### config.mk
export PLATFORM = sky130hd
export DESIGN_NAME = xor_serial_sched
export DESIGN_NICKNAME = d
export VERILOG_FILES = /design/src/rtl/xor_sched_pkg.sv /design/src/rtl/my_xor.sv /design/src/rtl/rr_pick.sv /design/src/rtl/xor_serial_sched.sv
export SDC_FILE = /design/constraint.sdc
export NUM_CORES = 1
export LEC_CHECK = 0
export BUFFER_PORTS_ARGS = -buffer_cell sky130_fd_sc_hd__buf_2
export CORE_MARGIN = 5
export CORE_UTILIZATION = 45
export CTS_BUF_LIST = sky130_fd_sc_hd__clkbuf_16
export DETAILED_ROUTE_END_ITERATION = 12
export PLACE_DENSITY_LB_ADDON = 0.05
export SLEW_MARGIN = 20
export SYNTH_ARGS = -nofsm -noshare
export SYNTH_HDL_FRONTEND = slang
export SYNTH_SLANG_ARGS = --single-unit
### constraint.sdc
create_clock -name clk -period 1.2 [get_ports clk]
set_input_delay 0.3 -clock clk [delete_from_list [all_inputs] [get_ports clk]]
set_output_delay 0.3 -clock clk [all_outputs]
set_load 0.05 [all_outputs]
### src/rtl/xor_sched_pkg.sv
// Shared types and helpers for the bit-serial XOR scheduler.
// State encoding and the round-robin pointer increment.
package xor_sched_pkg;

   typedef enum logic [1:0] {
      IDLE  = 2'd0,
      SHIFT = 2'd1,
      DONE  = 2'd2
   } state_t;

   // Next round-robin pointer: one past the last winner, wrapping at nreq.
   function automatic int unsigned rr_next(input int unsigned ptr, input int unsigned nreq);
      return (ptr + 1 >= nreq) ? 0 : ptr + 1;
   endfunction

endpackage

### src/rtl/my_xor.sv
// Gate-level XOR cell built from four NAND gates.
// Shared by the scheduler as its only XOR datapath.
module my_xor (
   input  logic i_a,
   input  logic i_b,
   output logic o_y
);

   logic w_n1;
   logic w_n2;
   logic w_n3;

   assign w_n1 = ~(i_a & i_b);
   assign w_n2 = ~(i_a & w_n1);
   assign w_n3 = ~(i_b & w_n1);
   assign o_y  = ~(w_n2 & w_n3);

endmodule

### src/rtl/rr_pick.sv
// Combinational round-robin selector: first set request at or after the
// pointer, scanning upward with wrap-around.
module rr_pick #(
   parameter int NREQ = 2,
   parameter int IDW  = 1
) (
   input  logic [NREQ-1:0] i_req,
   input  logic [IDW-1:0]  i_ptr,
   output logic [IDW-1:0]  o_winner,
   output logic            o_valid
);

   // NOTE: every output of an always_comb gets a default first, so no path
   // through the block leaves it unassigned and a latch is never inferred.
   always_comb begin
      o_winner = '0;
      o_valid  = 1'b0;
      // Scan from the farthest offset down so the nearest request overwrites last.
      for (int k = NREQ - 1; k >= 0; k--) begin
         if (i_req[(int'(i_ptr) + k) % NREQ]) begin
            o_winner = IDW'((int'(i_ptr) + k) % NREQ);
            o_valid  = 1'b1;
         end
      end
   end

endmodule

### src/rtl/xor_serial_sched.sv
// Round-robin scheduler sharing one bit-serial XOR cell between NREQ
// requesters; operands are shifted LSB-first and the result returned with a done pulse.
module xor_serial_sched
   import xor_sched_pkg::*;
#(
   parameter int WIDTH = 4,
   parameter int NREQ  = 2,
   parameter int IDW   = 1
) (
   input  logic                  clk,
   input  logic                  reset,
   input  logic [NREQ-1:0]       req,
   input  logic [NREQ*WIDTH-1:0] a_in,
   input  logic [NREQ*WIDTH-1:0] b_in,
   output logic [NREQ-1:0]       grant,
   output logic                  busy,
   output logic                  done,
   output logic [IDW-1:0]        done_id,
   output logic [WIDTH-1:0]      result
);

   localparam int CW = $clog2(WIDTH) + 1;

   state_t           r_state;
   logic [IDW-1:0]   r_rr_ptr;
   logic [IDW-1:0]   r_winner;
   logic [CW-1:0]    r_cnt;
   logic [WIDTH-1:0] r_opa;
   logic [WIDTH-1:0] r_opb;
   logic [WIDTH-1:0] r_res;

   logic [IDW-1:0]   w_pick;
   logic             w_pick_valid;
   logic             w_xor;
   logic [WIDTH-1:0] w_res_next;

   rr_pick #(
      .NREQ (NREQ),
      .IDW  (IDW)
   ) u_rr_pick (
      .i_req    (req),
      .i_ptr    (r_rr_ptr),
      .o_winner (w_pick),
      .o_valid  (w_pick_valid)
   );

   my_xor u_my_xor (
      .i_a (r_opa[0]),
      .i_b (r_opb[0]),
      .o_y (w_xor)
   );

   // New bit enters at the MSB; written this way so WIDTH==1 needs no slice.
   always_comb begin
      w_res_next            = r_res >> 1;
      w_res_next[WIDTH-1]   = w_xor;
   end

   // NOTE: sequential state uses non-blocking assignments so every register
   // samples pre-edge values, independent of statement order in this block.
   always_ff @(posedge clk) begin
      if (reset) begin
         r_state  <= IDLE;
         r_rr_ptr <= '0;
         r_winner <= '0;
         r_cnt    <= '0;
         r_opa    <= '0;
         r_opb    <= '0;
         r_res    <= '0;
         grant    <= '0;
         busy     <= 1'b0;
         done     <= 1'b0;
         done_id  <= '0;
         result   <= '0;
      end else begin
         case (r_state)
            IDLE: begin
               if (w_pick_valid) begin
                  grant    <= NREQ'(1) << w_pick;
                  busy     <= 1'b1;
                  r_cnt    <= '0;
                  r_opa    <= a_in[w_pick*WIDTH +: WIDTH];
                  r_opb    <= b_in[w_pick*WIDTH +: WIDTH];
                  r_winner <= w_pick;
                  r_rr_ptr <= IDW'(rr_next(32'(w_pick), NREQ));
                  r_state  <= SHIFT;
               end
            end
            SHIFT: begin
               r_res <= w_res_next;
               r_opa <= r_opa >> 1;
               r_opb <= r_opb >> 1;
               r_cnt <= r_cnt + CW'(1);
               if (r_cnt == CW'(WIDTH - 1)) begin
                  r_state <= DONE;
                  done    <= 1'b1;
                  done_id <= r_winner;
                  result  <= w_res_next;
               end
            end
            DONE: begin
               r_state <= IDLE;
               grant   <= '0;
               busy    <= 1'b0;
               done    <= 1'b0;
            end
            default: begin
               r_state <= IDLE;
               grant   <= '0;
               busy    <= 1'b0;
               done    <= 1'b0;
            end
         endcase
      end
   end

endmodule

==> out/qor.yml, run 1 <==
routed-via-count: 1059
ys.flop_type: "dfxtp_1"
status: "finished with violations"
path_clk_slew_ns: 0.07
path_class: "reg2reg"
rsz0062_at_grt: "yes"
syn_nets: 146
skew_ns: 0.004330
drv_cap: 0
drtIter0Drc: 40
nets: 194
die_area_um2: 3709
min_path_type: "in2reg"
cts.path.max_buffers: 2
ant_nets: 0
clock.fmax_mhz: 820.7
synth_fa_ha_area_frac: 0.02146
htreeDepth: 1
grt_max_degree: 16
violations: "setup timing"
core_um2: 2477
synth-xor-area-share: 0.007511
die_y_um: 60.91
portBuffers: 28
cts_buffers: 3
drv_slew: 0
synth-warning-count: 0
diodes: 0
finalCriticalPeriod_ns: 1.218
cts-root-buf: "clkbuf_16"
p_leak_nw: 0.7094
synth_edf_count: 0
ys_ff_latch: 27
rows: 18
hold-worst-slack_ns: 0.3202
r2r_slack_ns: -0.02
ys_seq_area_frac: 0.4635
worstMarginPinSlew_ns: 0.3038
finalWorstSetupSlack_ns: -0.01841
syn_area_per_cell_um2: 9.404
pre_cts_ws_ns: -0.1047
start_util: 0.4707
syn_area_um2: 1166
hold_buffers: 0
grt_usage: 0.1710
yosys.cell_types.count: 35
first_global_vias: 1071
relSlewSlack: 0.7917
worst_setup_path_end_kind: "flop"
grt_pass1_wl_um: 4705
overflow: 0
async_flop_share: 0
cts_tree: "done"
r2r_start: "r_state[0]"
synthCells: 124
cp_data_required_time_ns: 1.38
r2r_end: "r_opa[2]"
synth_top_family_by_area: "compound AO/OA/AOI/OAI gates"
setup_violations: 1
hold_depth: 3
cp-start-kind: "flop"
synth_simple_gate_area_frac: 0.1942
dr.pass1.iters: 4
die_w_um: 60.91
path_max_fanout: 7
cts.sink_count: 27
min-delay-start: "b_in[4]"
cellPowerDensity_nw_per_um2: 1346
gp_congestion: 0.7512
antenna_found_initial: 0
whs_endpoint: "r_opb[0]"
drc_errors: 0
drive_above_1_share: 0.4269
io_pins: 29
vdd_ir_drop_max_mv: 1.020
synth_compound_area_frac: 0.2082
detail_route.vias_per_cell: 5.269
clk_latency_ns: 0.26
reg2reg_depth: 5
timing.final.crit_share: 1.015
routedWlPerCell_um: 14.53
place_hpwl_um: 1956
power_mw: 2.187
arrival_ns: 1.40
final_hold_viol_count: 0
area_growth_pct: 39.38
routed_wl_um: 2920
synth.area.mux_share: 0.06867
-- registers in the layout, summed over array words and instances, names as in the netlist --
name and cells:
r_opa 4, r_opb 4, result 4, r_cnt 3, r_res 3, grant 2, r_state 2, busy 1
done 1, done_id 1, r_rr_ptr 1, r_winner 1
-- cells by family after synthesis --
family | Yosys count
compound gates | 34
xor+xnor | 1
fa+ha+maj | 2
buf+inv | 8
flops | 27
mux | 8
simple gates | 44
-- worst max-delay path by stage --
stage,start,to,slack [ns],cells after the start
2_1_floorplan,r_state[0],r_opa[3],0.02,4
3_3_place_gp,req[0],r_opb[1],-0.06,5
3_5_place_dp,req[0],r_opa[2],-0.10,5
4_1_cts,r_state[1],r_opa[3],-0.0007,4
5_1_grt,r_state[1],r_opa[2],-0.08,4
6_report,r_state[0],r_opa[2],-0.02,5
-- cell usage after synthesis, types with 2 or more instances --
master     instances  area (um^2)
dfxtp_1           27        540.5
nand2_1           14        52.55
a21oi_1           13        65.06
nor2_1            10        37.54
mux2i_1            8        80.08
a22oi_1            6        45.04
o22ai_1            6        37.54
nand3_1            5        25.02
nand2b_1           3        18.77
nor3_1             3        15.01
a2111oi_2          2        30.03
clkbuf_1           2        7.510
ha_1               2        25.02
inv_1              2        7.510
-- stage by stage --
step | TNS (ns) | cell area, um^2 | instances | util
after floorplan | 0 | 1166 | 124 | -
after global placement | -0.6758 | 1426 | 190 | 0.5758
after detailed placement | -1.009 | 1426 | 190 | 0.5758
after CTS | -0.0007309 | 1559 | 199 | 0.6293
after global routing | -0.5100 | 1625 | 201 | 0.6561
final | -0.01841 | 1625 | 201 | 0.6561
-- cell type report --
| class | instances | area, um^2 |
|---|---|---|
| multi-input combinational | 90 | 640.6 |
| inverter | 2 | 7.507 |
| fill | 235 | 852.1 |
| clock inverter | 1 | 5.005 |
| timing repair buffer | 48 | 312.8 |
| sequential | 27 | 546.8 |
| clock buffer | 3 | 75.07 |
| tap | 30 | 37.54 |
-- layer usage --
| layer | vias to the layer above | track usage | wire (um) |
|---|---|---|---|
| met5 | - | 0 | 0 |
| met2 | 28 | 0.2977 | 1427 |
| met1 | 487 | 0.2026 | 1324 |
| met3 | 5 | 0.02979 | 124 |
| li1 | 539 | - | - |
| met4 | 0 | 0.08050 | 43 |
-- timing repair --
action / CTS / global route
cloned: 1 / 0
endpoints found under the setup margin: 16 / 22
gates resized for setup: 7 / 11
buffers inserted: 4 / 2
pin swaps: 3 / 6
-- report_power, final --
| group | switching (mW) | leakage, nW | internal (mW) |
|---|---|---|---|
| Sequential | 0.0413 | 0.222 | 0.951 |
| Combinational | 0.225 | 0.446 | 0.205 |
| Clock | 0.315 | 0.0409 | 0.450 |
| Total | 0.581 | 0.709 | 1.61 |
-- layout by cell type, fill, tap and decap left out, drive strengths merged --
master,n
a2111oi,2
a211oi,1
a21oi,15
a22oi,6
a2bb2oi,1
a311oi,1
a31oi,1
a32oi,1
and2,1
and2b,2
buf,44
clkbuf,7
clkinv,1
dfxtp,27
ha,2
inv,2
mux2i,8
nand2,16
nand2b,4
nand3,5
nor2,11
nor3,3
nor4,1
o22ai,6
or2,2
xnor2,1
-- critical path: stages (launching register included) --
cell,delay [ns]
dfxtp_2,0.40
nor2_4,0.07
buf_4,0.15
a21oi_4,0.24
a22oi_2,0.09
o22ai_1,0.20
Note: power is estimated with default switching activity, not from simulation.
==> run 2, diff against run 1 <==
--- a/config.mk
+++ b/config.mk
@@ -11,7 +11,9 @@
 export CTS_BUF_LIST = sky130_fd_sc_hd__clkbuf_16
 export DETAILED_ROUTE_END_ITERATION = 12
 export PLACE_DENSITY_LB_ADDON = 0.05
+export SKIP_LAST_GASP = 1
 export SLEW_MARGIN = 20
 export SYNTH_ARGS = -nofsm -noshare
 export SYNTH_HDL_FRONTEND = slang
+export SYNTH_HIERARCHICAL = 1
 export SYNTH_SLANG_ARGS = --single-unit
==> run 2 against run 1 <==
Effect of this change:
- sequential cell count did not move
- die area rose by 2.6%
- routed wire length fell by 4.1%
- sequential share of layout area fell by 2.7 points
- synthesized cell count rose by 4.8%
- area after synthesis rose by 3.1%
- combinational power rose by 7.9%
- the run still ends with setup timing left
- register-to-register slack got worse by 0.11 ns
- final cell count rose by 3.5%
==> out/qor.yml, run 2 <==
cp-start-kind: "flop"  # unchanged
grt_pass1_wl_um: 4457  # was 4705 um
violations: "setup timing"  # unchanged
fin_area_um2: 1775  # was 1625 um^2
core_um2: 2522  # was 2477 um^2
ys_ff_latch: 27  # unchanged
routed-via-count: 1062  # was 1059
skew_ns: 0.002486  # was 0.004330 ns
path_clk_slew_ns: 0.06  # was 0.07 ns
drv_cap: 0  # unchanged
synth.most_common_cell: "dfxtp_1"  # unchanged
path_cells: "inv_2 -> a21boi_4 -> buf_12 -> mux2_4 -> a22oi_2 -> a21oi_1"  # was nor2_4 -> buf_4 -> a21oi_4 -> a22oi_2 -> o22ai_1
die_y_um: 61.69  # was 60.91 um
finalWorstSetupSlack_ns: -0.1328  # was -0.01841 ns
cts-root-buf: "clkbuf_16"  # unchanged
arrival_ns: 1.48  # was 1.40 ns
drtIter0Drc: 31  # was 40
reg2reg_depth: 6  # was 5
die_w_um: 61.69  # was 60.91 um
power_mw: 2.201  # was 2.187 mW
setup_violations: 8  # was 1
min-delay-start: "a_in[7]"  # was b_in[4]
async_flop_share: 0  # unchanged
timing.final.crit_share: 1.111  # was 1.015
path_max_fanout: 7  # unchanged
most-common-layout-cells: "buf_2 (28), dfxtp_1 (22), buf_4 (22)"  # was dfxtp_1 (24), buf_2 (24), buf_4 (19)
grt_usage: 0.1575  # was 0.1710
diodes: 0  # unchanged
worst_setup_path_end_kind: "flop"  # unchanged
syn_area_per_cell_um2: 9.249  # was 9.404 um^2
die_area_um2: 3806  # was 3709 um^2
r2r_slack_ns: -0.13  # was -0.02 ns
dr.pass1.iters: 4  # unchanged
syn_area_um2: 1202  # was 1166 um^2
routedWlPerCell_um: 13.47  # was 14.53 um
gp_congestion: 0.7200  # was 0.7512
cts_buffers: 3  # unchanged
drive_above_1_share: 0.5281  # was 0.4269
area_growth_pct: 47.66  # was 39.38%
portBuffers: 28  # unchanged
r2r_start: "r_rr_ptr"  # was r_state[0]
cts.sink_count: 27  # unchanged
vdd_ir_drop_max_mv: 0.9397  # was 1.020 mV
synth_common_cells: "dfxtp_1 (27), nand2_1 (21), a21oi_1 (20)"  # was dfxtp_1 (27), nand2_1 (14), a21oi_1 (13)
relSlewSlack: 0.8232  # was 0.7917
final_hold_viol_count: 0  # unchanged
layout_commonest_cell: "buf_2"
min_path_type: "in2reg"  # unchanged
whs_endpoint: "r_opa[3]"  # was r_opb[0]
cp_data_required_time_ns: 1.35  # was 1.38 ns
io_pins: 29  # unchanged
placed_area_um2: 1480  # was 1426 um^2
routed_wl_um: 2801  # was 2920 um
cts_tree: "done"  # unchanged
path_class: "reg2reg"  # unchanged
synth-warning-count: 6  # was 0
worstMarginPinSlew_ns: 0.2644  # was 0.3038 ns
synth_edf_count: 0  # unchanged
start_util: 0.4767  # was 0.4707
r2r_end: "r_opa[2]"  # unchanged
slowest_stage: "dfxtp_2"  # unchanged
ys_seq_area_frac: 0.4495  # was 0.4635
ant_nets: 0  # unchanged
drv_slew: 0  # unchanged
rows: 18  # unchanged
cts.path.max_buffers: 2  # unchanged
clock.fmax_mhz: 750.3  # was 820.7 MHz
antenna_found_initial: 0  # unchanged
grt_max_degree: 28  # was 16
p_leak_nw: 0.7384  # was 0.7094 nW
synthCells: 130  # was 124
yosys.cell_types.count: 30  # was 35
hold_depth: 4  # was 3
pre_cts_ws_ns: -0.3102  # was -0.1047 ns
top_regs: "r_opa x4, r_opb x4, result x4"  # unchanged
cellPowerDensity_nw_per_um2: 1239  # was 1346 nW/um^2
overflow: 0  # unchanged
detail_route.vias_per_cell: 5.106  # was 5.269
status: "finished with violations"  # unchanged
drc_errors: 0  # unchanged
rsz0062_at_grt: "yes"  # unchanged
slowest_delay_ns: 0.34  # was 0.40 ns
synth_top_cell_by_area: "dfxtp_1"  # unchanged
place_hpwl_um: 1881  # was 1956 um
n_fill_cell: 196  # was 235
nets: 201  # was 194
first_global_vias: 1059  # was 1071
synth_area_leaders: "dfxtp_1 (45%), a21oi_1 (8.3%), mux2_2 (6.6%)"  # was dfxtp_1 (46%), mux2i_1 (6.9%), a21oi_1 (5.6%)
htreeDepth: 1  # unchanged
ys.flop_type: "dfxtp_1"  # unchanged
syn_nets: 152  # was 146
finalCriticalPeriod_ns: 1.333  # was 1.218 ns
clk_latency_ns: 0.26  # about the same
synth.top_cell.area_share: 0.4495  # was 0.4635
## run 2: where the power goes
group          leakage (nW)  switching (mW)  internal [mW]
Sequential            0.223          0.0351          0.946
Clock                0.0371           0.304          0.453
Combinational         0.478           0.217          0.246
## run 2: what timing repair did
action / in CTS / in global routing
setup endpoints to repair: 14 / 24
buffers inserted: 3 / 9
resized for setup: 13 / 17
pin swaps: 12 / 15
hold buffers: 0 / 0
## run 2: worst max-delay path: cells and delay by family (launching register included)
family / cells / cell delay, ns
AO/OA/AOI/OAI: 3 / 0.38
flip-flops: 1 / 0.34
multiplexers: 1 / 0.30
buffers and inverters: 2 / 0.20
## run 2: per-layer routing
layer | GRT usage | vias up | wire length (um)
met5 | 0 | - | 0
met4 | 0.06364 | 0 | 36
met3 | 0.02479 | 4 | 106
met2 | 0.2975 | 15 | 1494
met1 | 0.1734 | 497 | 1165
li1 | - | 546 | -
## run 2: logic make-up after synthesis
family,after synthesis,share of synthesized area
simple gates,46,0.1956
compound gates,32,0.1759
flops,27,0.4495
buf+inv,12,0.06035
mux,10,0.09054
fa+ha+maj,2,0.02081
xor+xnor,1,0.007285
## run 2: cell type report
type	instances	area, um^2	share of cell area
Timing Repair Buffer	53	365.4	0.2058
Multi-Input combinational cell	91	729.5	0.4109
Inverter	3	11.26	0.006343
Clock inverter	1	7.507	0.004228
Sequential cell	27	549.3	0.3094
Clock buffer	3	75.07	0.04228
Tap cell	30	37.54	0.02114
## run 2: through the flow
step / setup TNS (ns) / utilization / std cells / hold WS, ns
after floorplan: -0.5353 / - / 130 / 0.4324
after global placement: -2.180 / 0.5868 / 192 / 0.4378
after detailed placement: -2.807 / 0.5868 / 192 / 0.4444
after CTS: -1.017 / 0.6508 / 199 / 0.4019
after global routing: -1.685 / 0.7039 / 208 / 0.4165
final: -0.8948 / 0.7039 / 208 / 0.3953
## run 2: worst max-delay path by stage
stage                     cells past startpoint  slack [ns]  startpoint       end
after floorplan                               6       -0.11    r_rr_ptr  r_opb[2]
after global placement                        6       -0.27      req[0]  r_opb[1]
after detailed placement                      6       -0.31      req[0]  r_opb[1]
after CTS                                     6       -0.15    r_rr_ptr  r_opa[2]
after global routing                          6       -0.18    r_rr_ptr  r_opb[1]
final                                         6       -0.13    r_rr_ptr  r_opa[2]
==> run 3, diff against run 2 <==
--- a/config.mk
+++ b/config.mk
@@ -6,7 +6,6 @@
 export NUM_CORES = 1
 export LEC_CHECK = 0
 export BUFFER_PORTS_ARGS = -buffer_cell sky130_fd_sc_hd__buf_2
-export CORE_MARGIN = 5
 export CORE_UTILIZATION = 45
 export CTS_BUF_LIST = sky130_fd_sc_hd__clkbuf_16
 export DETAILED_ROUTE_END_ITERATION = 12
==> run 3 against run 2 <==
Effect of this change:
- the run still ends with setup timing left
- count of clock-buffer cells in the layout unchanged
- worst hold slack better by 0.021 ns
- worst setup slack improved by 0.036 ns
- maximum frequency up 2.8%
- die area fell by 24%
- clock power is 0.9% lower
- critical path depth stayed put
- core utilization is 0.28 points higher
- sequential cell count unchanged
- final cell count shrank 0.48%
- critical endpoint is now r_opb[2]
==> out/qor.yml, run 3 (synthesized netlist as in run 2, its figures left out) <==
crit_cells: 6  # unchanged
sw_frac_of_total: 0.2497  # was 0.2525
detail_route.vias_per_cell: 5.184  # was 5.106
dr.pass1.iters: 4  # unchanged
slowest_delay_ns: 0.33  # was 0.34 ns
drv_cap: 0  # unchanged
drc_errors: 0  # unchanged
ant_nets: 0  # unchanged
routed_wl_um: 2619  # was 2801 um
worst_setup_path_end_kind: "flop"  # unchanged
reg2reg_depth: 6  # unchanged
cts.sink_count: 27  # unchanged
crit_path_start: "r_rr_ptr"  # unchanged
cts_buffers: 3  # unchanged
clock.fmax_mhz: 771.2  # was 750.3 MHz
p_clk_frac: 0.346  # was 0.344
drive_above_1_share: 0.5367  # was 0.5281
finalCriticalPeriod_ns: 1.297  # was 1.333 ns
core_um2: 2500  # was 2522 um^2
status: "finished with violations"  # unchanged
first_global_vias: 1004  # was 1059
arrival_ns: 1.44  # was 1.48 ns
cp.buffers_inverters: 2  # unchanged
slowest_stage: "dfxtp_2"  # unchanged
multi_input_area_um2: 734.5  # was 729.5 um^2
regArea_um2: 546.8  # was 549.3 um^2
p_leak_nw: 0.7318  # was 0.7384 nW
setup_violations: 8  # unchanged
placed_area_um2: 1513  # was 1480 um^2
cp_data_required_time_ns: 1.35  # about the same
min_path_type: "in2reg"  # unchanged
rsz0062_at_grt: "yes"  # unchanged
path_clk_slew_ns: 0.07  # was 0.06 ns
portBuffers: 28  # unchanged
seq_power_share: 0.454  # was 0.446
diodes: 0  # unchanged
r2r_end: "r_opb[2]"  # was r_opa[2]
cellPowerDensity_nw_per_um2: 1225  # was 1239 nW/um^2
top_regs: "r_opa x4, r_opb x4, result x4"  # unchanged
gp_congestion: 0.7162  # was 0.7200
n_fill_cell: 198  # was 196
pre_cts_ws_ns: -0.3277  # was -0.3102 ns
routedWlPerCell_um: 12.65  # was 13.47 um
layout_commonest_cell: "buf_2"  # unchanged
r2r_slack_ns: -0.1  # was -0.13 ns
cts.path.max_buffers: 2  # unchanged
die_area_um2: 2883  # was 3806 um^2
most-common-layout-cells: "buf_2 (26), dfxtp_1 (22), nand2_1 (21), buf_4 (21), a21oi_1 (17)"  # was buf_2 (28), dfxtp_1 (22), buf_4 (22)
skew_ns: 0.003441  # was 0.002486 ns
dpl.cell_count: 198  # was 192
relSlewSlack: 0.8449  # was 0.8232
die_w_um: 53.69  # was 61.69 um
io_pins: 29  # unchanged
switchingPower_uw: 540.4  # was 555.7 uW
cts_tree: "done"  # unchanged
finalWorstSetupSlack_ns: -0.09660  # was -0.1328 ns
p_int_mw: 1.624  # was 1.645 mW
worstMarginPinSlew_ns: 0.2281  # was 0.2644 ns
antenna_found_initial: 0  # unchanged
power_mw: 2.164  # was 2.201 mW
nets: 200  # was 201
path_class: "reg2reg"  # unchanged
grt_pass1_wl_um: 4236  # was 4457 um
start_util: 0.4810  # was 0.4767
rows: 18  # unchanged
grt_max_degree: 28  # unchanged
violations: "setup timing"  # unchanged
clk_latency_ns: 0.26  # about the same
cp-start-kind: "flop"  # unchanged
path_max_fanout: 7  # unchanged
hold_buffers: 0  # unchanged
drv_slew: 0  # unchanged
fin_util: 0.7067  # was 0.7039
grt_usage: 0.2036  # was 0.1575
cts-root-buf: "clkbuf_16"  # unchanged
r2r_start: "r_rr_ptr"  # unchanged
area_growth_pct: 46.93  # was 47.66%
fin_area_um2: 1767  # was 1775 um^2
cp_top_family: "compound AO/OA/AOI/OAI gates"  # unchanged
path_cells: "inv_2 -> a21boi_4 -> buf_12 -> mux2_4 -> a22oi_2 -> a21oi_2"  # was inv_2 -> a21boi_4 -> buf_12 -> mux2_4 -> a22oi_2 -> a21oi_1
die_y_um: 53.69  # was 61.69 um
routed-via-count: 1073  # was 1062
place_hpwl_um: 1810  # was 1881 um
overflow: 0  # unchanged
pwr-share-comb: 0.200  # was 0.211
timing.final.crit_share: 1.081  # was 1.111
drtIter0Drc: 11  # was 31
crit_end: "r_opb[2]"  # was r_opa[2]
vdd_ir_drop_max_mv: 1.412  # was 0.9397 mV
final_hold_viol_count: 0  # unchanged
htreeDepth: 1  # unchanged
final_cells: 207  # was 208
[run 3: changes by cell type in the layout (fill, tap and decap cells not counted), moves of 2 or more]
cell	delta
nand3_1	-4
nand3_2	+4
a21oi_2	-3
clkbuf_4	+2
a21oi_1	+3
buf_2	-2
[run 3: worst min-delay path, stage by stage]
cell and delay (ns):
buf_2 0.10, buf_12 0.17, nor2_1 0.06
[run 3: power by group through the flow]
stage	Combinational, mW	Sequential [mW]	Clock (mW)
floorplan	0.224	1.02	0
global placement	0.363	0.993	0
detailed placement	0.373	0.995	0
CTS	0.416	0.979	0.779
global route	0.469	0.988	0.819
finish	0.433	0.983	0.749
[run 3: final cells by class]
| type | count | area share |
|---|---|---|
| multi-input combinational | 91 | 0.4157 |
| timing repair buffer | 52 | 0.2004 |
| inverter | 3 | 0.006374 |
| clock buffer | 3 | 0.04249 |
| tap | 30 | 0.02125 |
| clock inverter | 1 | 0.004249 |
| sequential | 27 | 0.3095 |
[run 3: routing by layer]
layer	share of wire	GRT usage
met2	0.56	0.3930
met3	0.036	0.05932
met4	0.0038	0.03947
met5	0	0
met1	0.40	0.2143
[run 3: worst min path at each step]
stage / from / endpoint / slack [ns] / cells past startpoint
CTS: reset / r_state[1] / 0.41 / 3
floorplan: r_opa[1] / r_opa[1] / 0.43 / 2
finish: reset / r_state[1] / 0.42 / 3
detailed placement: result[1] / result[1] / 0.44 / 2
global placement: busy / busy / 0.43 / 2
global route: reset / result[0] / 0.43 / 3
[run 3: through the flow]
step | setup TNS, ns | hold slack [ns]
floorplan | -0.5353 | 0.4324
global placement | -2.281 | 0.4337
detailed placement | -2.934 | 0.4442
CTS | -0.8737 | 0.4108
global route | -1.431 | 0.4255
finish | -0.6392 | 0.4159
[run 3: what timing repair did]
action	4_1_cts	5_1_grt
pin swaps	13	10
cloned	0	0
setup endpoints to repair	17	20
setup buffers	5	0
gates resized for setup	17	16
